**src/rtl/countdown_pkg.sv**
```systemverilog
// Shared types and limits for the BCD mm:ss.cc countdown timer.
// Optional autoreload behaviour is selected by COUNTDOWN_AUTORELOAD_EN in countdown_timer.
package countdown_pkg;

  typedef enum logic [1:0] {IDLE, RUN, PAUSE, DONE} state_t;

  localparam logic [3:0] DIGIT_MAX            = 4'd9;
  localparam logic [3:0] SEC_TENS_MAX         = 4'd5;
  localparam int         ALARM_CYCLES_DEFAULT = 200;

  function automatic logic preset_ok(input logic [3:0] cd, input logic [3:0] cg,
                                     input logic [3:0] sd, input logic [3:0] sg,
                                     input logic [3:0] md, input logic [3:0] mg);
    return (cd <= DIGIT_MAX) && (cg <= DIGIT_MAX) && (sd <= DIGIT_MAX) &&
           (sg <= SEC_TENS_MAX) && (md <= DIGIT_MAX) && (mg <= DIGIT_MAX);
  endfunction

endpackage

```
**src/rtl/countdown_timer_digit.sv**
```systemverilog
// One BCD down-counting digit that wraps 0 -> MAX and signals a borrow to the next digit.
// Priority: reset, then load, then decrement.
module bcd_down_digit
  import countdown_pkg::*;
#(
  parameter logic [3:0] MAX = DIGIT_MAX
) (
  input  logic       clk,
  input  logic       reset,
  input  logic       dec_en,
  input  logic       load,
  input  logic [3:0] load_val,
  output logic [3:0] q,
  output logic       borrow_out
);

  always_ff @(posedge clk) begin
    if (reset) begin
      q <= 4'd0;
    end else if (load) begin
      q <= load_val;
    end else if (dec_en) begin
      q <= (q == 4'd0) ? MAX : q - 4'd1;
    end
  end

  assign borrow_out = dec_en && (q == 4'd0);

endmodule

```
**src/rtl/countdown_timer.sv**
```systemverilog
// BCD mm:ss.cc countdown timer: preset load with validation, run/pause FSM, done pulse, timed alarm.
// Define COUNTDOWN_AUTORELOAD_EN to reload the preset on expiry and keep running.
module countdown_timer
  import countdown_pkg::*;
#(
  parameter int ALARM_CYCLES = ALARM_CYCLES_DEFAULT
) (
  input  logic       CLK_100Hz,
  input  logic       reset,
  input  logic       load,
  input  logic [3:0] pre_ms_d,
  input  logic [3:0] pre_ms_g,
  input  logic [3:0] pre_second_d,
  input  logic [3:0] pre_second_g,
  input  logic [3:0] pre_minute_d,
  input  logic [3:0] pre_minute_g,
  input  logic       start,
  input  logic       stop,
  output logic [3:0] ms_d,
  output logic [3:0] ms_g,
  output logic [3:0] second_d,
  output logic [3:0] second_g,
  output logic [3:0] minute_d,
  output logic [3:0] minute_g,
  output logic       running,
  output logic       done,
  output logic       alarm,
  output logic       load_err
);

  state_t      state, state_nxt;
  logic [3:0]  dig      [6];
  logic [3:0]  pre_in   [6];
  logic [3:0]  preset_q [6];
  logic [3:0]  ld_val   [6];
  logic [6:0]  chain;
  logic        count_zero, count_one;
  logic        pre_valid, load_acc, reload, dec, done_nxt, load_err_nxt, alarm_clr;
  logic [15:0] alarm_cnt;

  assign pre_in[0] = pre_ms_d;
  assign pre_in[1] = pre_ms_g;
  assign pre_in[2] = pre_second_d;
  assign pre_in[3] = pre_second_g;
  assign pre_in[4] = pre_minute_d;
  assign pre_in[5] = pre_minute_g;

  assign pre_valid  = preset_ok(pre_ms_d, pre_ms_g, pre_second_d, pre_second_g,
                                pre_minute_d, pre_minute_g);
  assign count_zero = (dig[0] == 4'd0) && (dig[1] == 4'd0) && (dig[2] == 4'd0) &&
                      (dig[3] == 4'd0) && (dig[4] == 4'd0) && (dig[5] == 4'd0);
  assign count_one  = (dig[0] == 4'd1) && (dig[1] == 4'd0) && (dig[2] == 4'd0) &&
                      (dig[3] == 4'd0) && (dig[4] == 4'd0) && (dig[5] == 4'd0);

  always_comb begin
    state_nxt    = state;
    load_acc     = 1'b0;
    load_err_nxt = 1'b0;
    reload       = 1'b0;
    dec          = 1'b0;
    done_nxt     = 1'b0;
    unique case (state)
      RUN: begin
        if (stop) begin
          state_nxt = PAUSE;
        end else if (count_zero) begin
`ifdef COUNTDOWN_AUTORELOAD_EN
          reload = 1'b1;
`endif
        end else begin
          dec = 1'b1;
          if (count_one) begin
            done_nxt = 1'b1;
`ifndef COUNTDOWN_AUTORELOAD_EN
            state_nxt = DONE;
`endif
          end
        end
      end
      default: begin
        // A same-cycle load takes priority over start.
        if (load) begin
          if (pre_valid) begin
            load_acc  = 1'b1;
            state_nxt = IDLE;
          end else begin
            load_err_nxt = 1'b1;
          end
        end else if (start && !stop && state != DONE && !count_zero) begin
          state_nxt = RUN;
        end
      end
    endcase
  end

  assign alarm_clr = load_acc && (state == DONE);

  always_ff @(posedge CLK_100Hz) begin
    if (reset) begin
      state    <= IDLE;
      running  <= 1'b0;
      done     <= 1'b0;
      load_err <= 1'b0;
      for (int i = 0; i < 6; i++) preset_q[i] <= 4'd0;
    end else begin
      state    <= state_nxt;
      running  <= (state_nxt == RUN);
      done     <= done_nxt;
      load_err <= load_err_nxt;
      if (load_acc) begin
        for (int i = 0; i < 6; i++) preset_q[i] <= pre_in[i];
      end
    end
  end

  always_ff @(posedge CLK_100Hz) begin
    if (reset) begin
      alarm     <= 1'b0;
      alarm_cnt <= 16'd0;
    end else if (done_nxt) begin
      alarm     <= 1'b1;
      alarm_cnt <= 16'(ALARM_CYCLES - 1);
    end else if (alarm_clr) begin
      alarm     <= 1'b0;
      alarm_cnt <= 16'd0;
    end else if (alarm) begin
      if (alarm_cnt == 16'd0) alarm <= 1'b0;
      else                    alarm_cnt <= alarm_cnt - 16'd1;
    end
  end

  assign chain[0] = dec;

  for (genvar i = 0; i < 6; i++) begin : g_digit
    assign ld_val[i] = load_acc ? pre_in[i] : preset_q[i];
    bcd_down_digit #(
      .MAX ((i == 3) ? SEC_TENS_MAX : DIGIT_MAX)
    ) u_digit (
      .clk        (CLK_100Hz),
      .reset      (reset),
      .dec_en     (chain[i]),
      .load       (load_acc || reload),
      .load_val   (ld_val[i]),
      .q          (dig[i]),
      .borrow_out (chain[i+1])
    );
  end

  // minute_g cannot borrow: RUN only decrements a nonzero count.
  logic unused_top_borrow;
  assign unused_top_borrow = chain[6];

  assign ms_d     = dig[0];
  assign ms_g     = dig[1];
  assign second_d = dig[2];
  assign second_g = dig[3];
  assign minute_d = dig[4];
  assign minute_g = dig[5];

endmodule

```
**config.mk**
```make
export PLATFORM = sky130hd
export DESIGN_NAME = countdown_timer
export DESIGN_NICKNAME = d
export VERILOG_FILES = /design/src/rtl/countdown_pkg.sv /design/src/rtl/countdown_timer_digit.sv /design/src/rtl/countdown_timer.sv
export SDC_FILE = /design/constraint.sdc
export NUM_CORES = 1
export LEC_CHECK = 0
export CELL_PAD_IN_SITES_DETAIL_PLACEMENT = 0
export CELL_PAD_IN_SITES_GLOBAL_PLACEMENT = 2
export CORE_UTILIZATION = 29
export DETAILED_ROUTE_END_ITERATION = 8
export PLACE_DENSITY = 0.89
export SYNTH_ARGS = -nofsm -noshare
export SYNTH_HDL_FRONTEND = slang
export SYNTH_SLANG_ARGS = --single-unit
```
**constraint.sdc**
```tcl
create_clock -name CLK_100Hz -period 2 [get_ports CLK_100Hz]
set_clock_uncertainty 0.05 [all_clocks]
set_input_delay 0.4 -clock CLK_100Hz [delete_from_list [all_inputs] [get_ports CLK_100Hz]]
set_output_delay 0.4 -clock CLK_100Hz [all_outputs]
set_load 0.02 [all_outputs]
```
==> metrics, run 1 <==
critical path data arrival time 2.10 ns; register share of total power 50.7%; Hold/Removal Path Class flip-flop to flip-flop; antenna diode count 0; vias in the first global route 2,498; Syn Area/Cell 8.38 µm²; latest clock arrival within the worst-skew pair 0.30 ns; asr flop ratio synth 0%; register area share after synthesis 37.0%; # port buffers 56; initial antenna violation count 0; Root Buffer clkbuf_8; synthesis-to-finish area growth 49.9%; Synth Instances 297; Synth cell types 55; RR Startpoint g_digit[4].u_digit.q[2]; GP Congestion 0.799; Hold Violations, Final 0; cts hold-fix bufs 0; synthesized area 2490 µm²; DR pass1 iterations 4; H-Tree Depth 2; min-delay src state[0]; Setup Viol. Count Final 0; num ports 57; # fillers 833; RSZ-0062 raised after global routing false; critical path launch point type input port; clock sinks 46; Area after DPL 3540 µm²; switch share 25.5%; Residual DRC 0; Reg area 923 µm²; initial drt markers 67; DR vias 2,536; Top FF cell, synth dfxtp_1; Routed Wire Length 7.11 mm; Overflow after GRT 0; syn nets between 300 and 400; Gate power share 17.0%; CTS tree built; CTS Buffer Depth 2; Setup WS post-layout 0.0525 ns; initial core utilization 30.1%; EDFF count, synth 0; Critical Path RT 2.15 ns; YS warnings 0; Worst Hold Path EP state[0]; fin crit share between 90% and 100%; CP endpoint kind flip-flop; vias per cell 4.92; Cell Int Power ~1.4 mW; hold path depth 2; power share of the clock group 32.4%; DIE WIDTH 94.6 µm; Pwr Total 1.85 mW; first-pass GRT wire length ~12 mm; CP max FO 6; layout cells sized above 1 22.2%; pwr dens 496 nW/µm²; Slew Limit Fails 0; status completed; Core ar. approximately 8300 µm²; Rows 33; slew margin rel. 70.8%; Clock Pin Slew Worst Setup and Hold Paths 0.09 ns; Die Y roughly 95 µm; placed wire-length estimate about 5.3 mm; kind of critical path input port to flip-flop; Antenna Nets Post-Route 0; area occupied by multi-input gates 1520 µm²; Final #Nets 439; max frequency 513 MHz; WL per Instance about 14 µm; Worst R2R Setup Slack 0.10 ns; Sw Pwr 0.471 mW; smallest hold slack 0.473 ns; Setup WS pre-CTS -0.385 ns; reg2reg path depth 6; synthesis-stage register bit count between 40 and 50; Static Leak around 1.4 nW; Max rail drop VDD 240 µV; largest net degree at the start of global routing 23; worst-margin pin slew 0.434 ns; Final Cell Area between 3000 and 4000 µm²; number of CTS-inserted buffers 5; Critical R2R Capture g_digit[5].u_digit.q[1]; Tmin final 1.95 ns; full die area 8960 µm²; Tot GR Track Use 16.8%; # Max-Cap Violations 0; Fin Setup TNS 0 ns
## cells by family after synthesis
family	after synthesis	share of synthesized area, %
xor gates and xnor gates	22	7.74
muxes	4	1.61
DFF	46	37.0
buffers and inverters	18	4.32
and+or+nand+nor	139	31.5
adders and majority gates	1	0.503
AOI/OAI and AO/OA	67	17.3
## cells in the final DEF, fill, tap and decap left out, types with 3 or more instances in the layout
cell,instances
xnor2_1,14
clkdlybuf4s50_1,55
nor4_2,3
nand2b_1,3
o21ai_0,17
clkbuf_8,6
buf_4,57
nor4b_1,3
nor2_1,36
nand3_1,15
nor4_1,10
a311oi_1,4
inv_1,7
a211oi_1,8
a21o_1,3
nand4_1,6
dfxtp_1,44
or4_1,3
nand2_1,19
o21ai_1,4
nor3_1,12
xor2_1,8
mux2i_1,4
or3_1,4
a21oi_1,13
## sequential cells by signal, indices dropped and copies added, names as in the netlist
signal,flops
state,2
running,1
alarm,1
load_err,1
alarm_cnt,16
g_digit.u_digit.q,24
done,1
## power groups by stage
stage	logic, mW	registers (mW)	clock network [mW]
6_report	0.313	0.937	0.599
5_1_grt	0.338	0.939	0.649
3_3_place_gp	0.296	0.958	0
2_1_floorplan	0.106	0.972	0
3_5_place_dp	0.296	0.958	0
4_1_cts	0.303	0.937	0.619
## what timing repair did
item / CTS / global route
endpoints found under the setup margin: 17 / 26
hold endpoints to repair: 0 / 0
cloned: 0 / 1
gates resized for setup: 10 / 15
pin swaps: 2 / 3
setup buffers: 1 / 1
## critical path, cell delays in order
cell and delay [ns]:
clkdlybuf4s50_1 0.44, a21oi_2 0.17, nand4_1 0.20, buf_4 0.20, o31ai_2 0.19, buf_4 0.14, o21bai_4 0.13, clkbuf_16 0.17
nor2_1 0.04
## metal layers
layer  track usage [%]  routed length, µm  up-vias
met5                 0                  0        -
met1              21.5               3420     1152
met2              27.9               3290       50
met3              3.06                256       13
met4              5.93                144        0
li1                  -                  -     1321
## how the worst max path moves through the flow
stage,slack [ns],from,endpoint
3_5_place_dp,-0.38,stop,g_digit[5].u_digit.q[2]
6_report,0.05,pre_second_g[1],alarm_cnt[8]
4_1_cts,0.01,g_digit[4].u_digit.q[2],g_digit[5].u_digit.q[2]
2_1_floorplan,0.05,g_digit[5].u_digit.q[0],g_digit[2].u_digit.q[1]
3_3_place_gp,-0.33,pre_ms_d[1],g_digit[4].u_digit.q[2]
5_1_grt,0.005,g_digit[4].u_digit.q[2],g_digit[5].u_digit.q[2]
## cells in the mapped netlist (all sizes together) (3+ instances only)
library cell	number	area, µm²
a211oi	10	80.1
a21o	3	22.5
a21oi	14	70.1
a311oi	4	35.0
and3	3	18.8
buf	6	42.5
clkbuf	5	38.8
dfxtp	46	921
inv	7	26.3
mux2i	4	40.0
nand2	20	75.1
nand2b	3	18.8
nand3	15	75.1
nand4	7	58.8
nor2	36	135
nor3	14	81.3
nor4	14	109
nor4b	3	26.3
o21ai	22	110
or3	5	32.5
or4	4	30.0
xnor2	14	123
xor2	8	70.1
## final cells by class
cell class,count,share of cell area (%)
multi-input cells,233,40.8
repair buffers,116,27.7
flip-flops and latches,46,24.7
well taps,105,3.52
clock buffers,7,2.31
inverters,7,0.704
clock inverters,1,0.134
## stage by stage
stage / utilization [%] / std cells
after floorplan: - / 297
after global placement: 42.9 / 504
after detailed placement: 42.9 / 504
after CTS: 44.3 / 513
after global routing: 45.2 / 515
final: 45.2 / 515
No activity file was read; power rests on OpenSTA's default activity.
==> run 2, diff against run 1 <==
--- a/config.mk
+++ b/config.mk
@@ -7,8 +7,10 @@
 export LEC_CHECK = 0
 export CELL_PAD_IN_SITES_DETAIL_PLACEMENT = 0
 export CELL_PAD_IN_SITES_GLOBAL_PLACEMENT = 2
+export CORE_MARGIN = 1
 export CORE_UTILIZATION = 29
 export DETAILED_ROUTE_END_ITERATION = 8
+export GPL_TIMING_DRIVEN = 1
 export PLACE_DENSITY = 0.89
 export SYNTH_ARGS = -nofsm -noshare
 export SYNTH_HDL_FRONTEND = slang
==> constraint.sdc (replaced) <==
create_clock -name CLK_100Hz -period 2.2 [get_ports CLK_100Hz]
set_clock_uncertainty 0.05 [all_clocks]
set_input_delay 0.44 -clock CLK_100Hz [delete_from_list [all_inputs] [get_ports CLK_100Hz]]
set_output_delay 0.44 -clock CLK_100Hz [all_outputs]
set_load 0.02 [all_outputs]
==> run 2 against run 1 <==
Non-clock buffer count decreased by 12. Via count down 1.3%. Worst hold slack better by 0.0022 ns. Critical path depth down 2. Critical endpoint is now g_digit[2].u_digit.q[1]. Largest power group unchanged. Count of clock-buffer cells in the layout shrank 1. Combinational power fell by 19%.
==> metrics, run 2 (same netlist as run 1, synthesis figures left out) <==
Hold/Removal Path Class flip-flop to flip-flop; Critical Path RT 2.35 ns (+0.20 ns); Slew Limit Fails 0 (unchanged); Static Leak 1.34 nW (-4.0%); Pwr Total 1.88 mW (+1.7%); Final Core Density 43.8% (-1.4 points); Setup Viol. Count Final 0 (unchanged); status completed; min-delay src state[0]; postcts setup bufs 0 (-1); Overflow after GRT 0 (unchanged); DR vias 2,502 (-1.3%); # port buffers 56 (unchanged); layout cells sized above 1 17.1% (-5.1 points); Tmin final 2.05 ns; area occupied by multi-input gates 1460 µm² (-4.1%); reg2reg path depth 6 (unchanged); fin crit share 93.4%; kind of critical path input port to flip-flop; CP endpoint kind flip-flop; placed wire-length estimate 5.28 mm (-0.96%); H-Tree Depth 2 (unchanged); RR Startpoint g_digit[4].u_digit.q[2]; DR pass1 iterations 4 (unchanged); Worst Hold Path EP state[0]; max frequency 487 MHz; first-pass GRT wire length 11.7 mm (+0.18%); smallest hold slack 0.475 ns (+0.00217 ns); Tot GR Track Use 16.6% (-0.21 points); Rows 33 (unchanged); Worst R2R Setup Slack 0.22 ns (+0.12 ns); worst-margin pin slew 0.465 ns (+0.0313 ns); Critical R2R Capture alarm_cnt[0]; commonest non-fill, non-tap cell in the layout clkdlybuf4s50_1; Reg area 921 µm² (-0.27%); most frequent cells in the layout clkdlybuf4s50_1 (56), buf_4 (47), dfxtp_1 (46); # fillers 856 (+2.8%); Max rail drop VDD 335 µV (+39%); initial core utilization 30.1% (unchanged); cts hold-fix bufs 0 (unchanged); vias per cell 4.97 (+1.0%); initial drt markers 76 (+13%); WL per Instance 13.6 µm (-1.4%); initial antenna violation count 0 (unchanged); number of flip-flops under the largest register name 24 (unchanged); clock sinks 46 (unchanged); number of CTS-inserted buffers 5 (unchanged); Routed Wire Length 6.84 mm (-3.7%); Fin Setup TNS 0 ns (unchanged); RSZ-0062 raised after global routing false; Hold Violations, Final 0 (unchanged); DIE WIDTH 94.6 µm (unchanged); CTS Buffer Depth 2 (unchanged); CTS tree built; Residual DRC 0 (unchanged); Reg with most FFs g_digit.u_digit.q; slew margin rel. 68.7% (-2.1 points); pwr dens 520 nW/µm² (+5.0%); full die area 8960 µm² (unchanged); antenna diode count 0 (unchanged); Root Buffer clkbuf_8; GP Congestion 0.775 (-3.0%); Final #Nets 427 (-2.7%); latest clock arrival within the worst-skew pair 0.30 ns (about the same); vias in the first global route 2,525 (+1.1%); Clock Pin Slew Worst Setup and Hold Paths 0.09 ns (about the same); top flop regs g_digit.u_digit.q (24), alarm_cnt (16), state (2); hold path depth 2 (unchanged); Die Y 94.6 µm (unchanged); critical path data arrival time 2.20 ns (+0.10 ns); Core ar. 8260 µm² (unchanged); CP max FO 4 (-2); critical path launch point type input port; Antenna Nets Post-Route 0 (unchanged); largest net degree at the start of global routing 23 (unchanged); # Max-Cap Violations 0 (unchanged); synthesis-to-finish area growth 45.3%; num ports 57 (unchanged)
==> run 2: cell count changes in the layout (fill, tap and decap cells not counted), sizes merged <==
cell and delta:
clkinv -1, bufinv +2, dlygate4sd2 -1, clkbuf -2, clkdlybuf4s50 +1, buf -11
==> run 2: worst max path at each step <==
| stage | startpoint | end | slack (ns) |
|---|---|---|---|
| final | stop | g_digit[2].u_digit.q[1] | 0.15 |
| after global routing | pre_minute_g[1] | g_digit[2].u_digit.q[2] | 0.02 |
| after CTS | pre_minute_g[1] | g_digit[0].u_digit.q[3] | 0.08 |
| after detailed placement | pre_minute_g[1] | g_digit[5].u_digit.q[3] | -0.23 |
| after global placement | pre_minute_g[1] | g_digit[5].u_digit.q[3] | -0.23 |
| after floorplan | g_digit[5].u_digit.q[0] | g_digit[2].u_digit.q[1] | 0.25 |
==> run 2: repair_timing <==
| item | CTS | global route |
|---|---|---|
| endpoints found under the setup margin | 0 | 10 |
| endpoints found under the hold margin | 0 | 0 |
| resized for setup | 0 | 2 |
==> run 2: worst max-delay path, stage by stage <==
cell and delay, ns:
clkdlybuf4s50_1 0.47, nor3b_2 0.24, buf_4 0.16, nand3_1 0.18, a211oi_2 0.37, nand2_1 0.09, a32o_1 0.26
==> run 2: per-layer routing <==
metal  track usage [%]  part of all wire [%]  vias to the layer above
met5                 0                     0                        -
met4              4.17                  0.89                        0
met3              2.98                   3.3                        7
met2              28.2                    47                       47
met1              21.4                    49                     1151
li1                  -                     -                     1297
==> run 2: layout make-up <==
cell class                      count  area share (%)
Clock buffer                        6            2.28
Inverter                            7           0.727
Sequential cell                    46            25.5
Multi-Input combinational cell    233            40.4
Tap cell                          105            3.63
Clock inverter                      2            1.66
Timing Repair Buffer              104            25.8
==> run 2: per-stage QoR <==
stage | cell area (µm²) | setup WS [ns] | std cells
after detailed placement | 3470 | -0.226 | 495
after global placement | 3470 | -0.226 | 495
after floorplan | 2490 | 0.253 | 297
final | 3620 | 0.145 | 503
after CTS | 3610 | 0.0791 | 503
after global routing | 3620 | 0.0191 | 503
==> run 2: power breakdown <==
group | total, mW | internal [mW] | switching, mW | leakage (nW)
clock | 0.774 | 0.485 | 0.289 | 0.0714
combinational | 0.254 | 0.138 | 0.116 | 0.897
sequential | 0.854 | 0.842 | 0.0117 | 0.371
total | 1.88 | 1.46 | 0.417 | 1.34
==> run 3, diff against run 2 <==
==> constraint.sdc (replaced) <==
create_clock -name CLK_100Hz -period 1.9 [get_ports CLK_100Hz]
set_clock_uncertainty 0.05 [all_clocks]
set_input_delay 0.38 -clock CLK_100Hz [delete_from_list [all_inputs] [get_ports CLK_100Hz]]
set_output_delay 0.38 -clock CLK_100Hz [all_outputs]
set_load 0.02 [all_outputs]
==> run 3 against run 2 <==
Die area unchanged. Power up 10%. Routed wire length increased by 9.8%. Critical path depth grew 1. Via count is 6.9% higher. Critical path type is now flip-flop to flip-flop.
==> metrics, run 3 (same netlist as run 1, synthesis figures left out) <==
status completed; top flop regs g_digit.u_digit.q (24), alarm_cnt (16), state (2); critical path launch point type flip-flop; worst-margin pin slew 0.388 ns (-0.0771 ns); number of flip-flops under the largest register name 24 (unchanged); clock sinks 46 (unchanged); CP endpoint kind flip-flop; Sw Pwr 0.518 mW (+24%); Critical R2R Capture g_digit[2].u_digit.q[1]; Clock Pin Slew Worst Setup and Hold Paths 0.09 ns (about the same); area occupied by multi-input gates 1630 µm² (+12%); initial antenna violation count 0 (unchanged); Gate power share 17.1% (+3.6 points); min-delay src state[0]; Final Core Density 47.5% (+3.7 points); Max rail drop VDD 447 µV (+33%); GP Congestion 0.847 (+9.2%); first-pass GRT wire length 12.1 mm (+3.2%); switch share 25.0% (+2.9 points); # Max-Cap Violations 0 (unchanged); CP max FO 8 (+4); placed wire-length estimate 5.67 mm (+7.4%); max frequency around 540 MHz; vias per cell 5.14 (+3.4%); WL per Instance 14.4 µm (+6.2%); commonest non-fill, non-tap cell in the layout buf_4; Reg with most FFs g_digit.u_digit.q; CP dominant cell by count buf_4; Antenna Nets Post-Route 0 (unchanged); DP Cell Count 510 (+3.0%); hold path depth 2 (unchanged); Tot GR Track Use 17.3% (+0.72 points); Reg area 932 µm² (+1.2%); layout cells sized above 1 28.4% (+11 points); pwr dens 529 nW/µm² (+1.6%); RSZ-0062 raised after global routing true; routed wl met3 271 µm (+20%); initial drt markers 105 (+38%); number of CTS-inserted buffers 5 (unchanged); Critical-path top delay cell dfxtp_2; most frequent cells in the layout buf_4 (61), clkdlybuf4s50_1 (48), dfxtp_1 (37); vias in the first global route 2,590 (+2.6%); slew margin rel. 74.0% (+5.2 points); CTS tree built; cts hold-fix bufs 0 (unchanged); Layout Cells excl Fill 520 (+3.4%); Root Buffer clkbuf_8; Critical Path RT 2.03 ns (-0.32 ns); Slew Limit Fails 0 (unchanged); reg2reg path depth 8 (+2); DIE WIDTH 94.6 µm (unchanged); Final #Nets 444 (+4.0%); crit path cell chain nor4_4 -> buf_4 -> buf_4 -> and3_1 -> buf_6 -> a211oi_4 -> or2_1 -> a32o_1; RR Startpoint g_digit[4].u_digit.q[2]; num ports 57 (unchanged); H-Tree Depth 2 (unchanged); Tmin final 1.85 ns; fin crit share a little over nine tenths; power share of the clock group 35.3% (-5.8 points); Setup Viol. Count Final 0 (unchanged); Core ar. 8260 µm² (unchanged); Static Leak 1.58 nW (+18%); Metal-1 WL 3.46 mm (+2.9%); largest net degree at the start of global routing 20 (-13%); # fillers 803 (-6.2%); Fin Setup TNS 0 ns (unchanged); Die Y 94.6 µm (unchanged); critical path data arrival time 1.99 ns (-0.21 ns); latest clock arrival within the worst-skew pair 0.30 ns (about the same); full die area 8960 µm² (unchanged); synthesis-to-finish area growth 57.6%; WL met2 3.65 mm (+14%); Overflow after GRT 0 (unchanged); critical path's largest stage delay 0.34 ns (-0.13 ns); Cell Int Power 1.55 mW (+6.2%); Hold Violations, Final 0 (unchanged); Worst Hold Path EP state[0]; Residual DRC 0 (unchanged); initial core utilization 30.1% (unchanged); register share of total power 47.7% (+2.3 points); # port buffers 56 (unchanged); Rows 33 (unchanged); Worst R2R Setup Slack 0.05 ns (-0.17 ns); DR vias 2,675 (+6.9%); Routed Wire Length 7.51 mm (+9.8%); CTS Buffer Depth 2 (unchanged); Hold/Removal Path Class flip-flop to flip-flop; kind of critical path flip-flop to flip-flop; antenna diode count 0 (unchanged); DR pass1 iterations 6 (+2); highest routed layer met4
==> run 3: power by group through the flow <==
stage	combinational (mW)	sequential [mW]	clock (mW)
global placement	0.323	1.01	0
CTS	0.332	0.987	0.748
detailed placement	0.323	1.01	0
global route	0.379	0.990	0.794
floorplan	0.113	1.02	0
finish	0.354	0.988	0.731
==> run 3: how the worst max path moves through the flow <==
stage | start | to
floorplan | g_digit[4].u_digit.q[2] | alarm
global placement | pre_second_d[1] | g_digit[5].u_digit.q[2]
detailed placement | pre_second_d[1] | g_digit[5].u_digit.q[2]
CTS | g_digit[4].u_digit.q[1] | g_digit[5].u_digit.q[2]
global route | alarm_cnt[0] | alarm_cnt[2]
finish | g_digit[4].u_digit.q[2] | g_digit[2].u_digit.q[1]
==> run 3: stage by stage <==
stage | hold WS, ns | total power, mW | setup slack, ns | area [µm²]
2_1_floorplan | 0.431 | 1.14 | 0.0154 | 2500
3_3_place_gp | 0.451 | 1.33 | -0.395 | 3610
3_5_place_dp | 0.467 | 1.33 | -0.431 | 3610
4_1_cts | 0.463 | 2.07 | -0.0283 | 3770
5_1_grt | 0.495 | 2.16 | -0.0651 | 3920
6_report | 0.465 | 2.07 | 0.0477 | 3920
==> run 3: critical path, delay by kind of cell (launching register included) <==
family / cells / cell delay, ns
AND/OR/NAND/NOR: 3 / 0.63
buffers and inverters: 3 / 0.40
flip-flops: 1 / 0.34
AO/OA/AOI/OAI: 2 / 0.32
==> run 3: layout make-up <==
| class | count | share of cell area (%) |
|---|---|---|
| multi-input combinational | 233 | 41.6 |
| timing repair buffer | 121 | 27.8 |
| sequential | 46 | 23.8 |
| tap | 105 | 3.35 |
| clock buffer | 5 | 1.75 |
| clock inverter | 3 | 1.02 |
| inverter | 7 | 0.670 |
==> run 3: metal layers <==
| metal | global-route usage [%] | vias to the layer above |
|---|---|---|
| li1 | - | 1329 |
| met1 | 21.6 | 1277 |
| met2 | 29.4 | 58 |
| met3 | 3.54 | 11 |
| met4 | 5.68 | 0 |
| met5 | 0 | - |
==> run 3: repair_timing <==
| action | in CTS | in global routing |
|---|---|---|
| gates cloned | 0 | 0 |
| resized for setup | 17 | 36 |
| pin swaps | 6 | 8 |
| endpoints found under the setup margin | 43 | 41 |
| setup buffers | 3 | 0 |
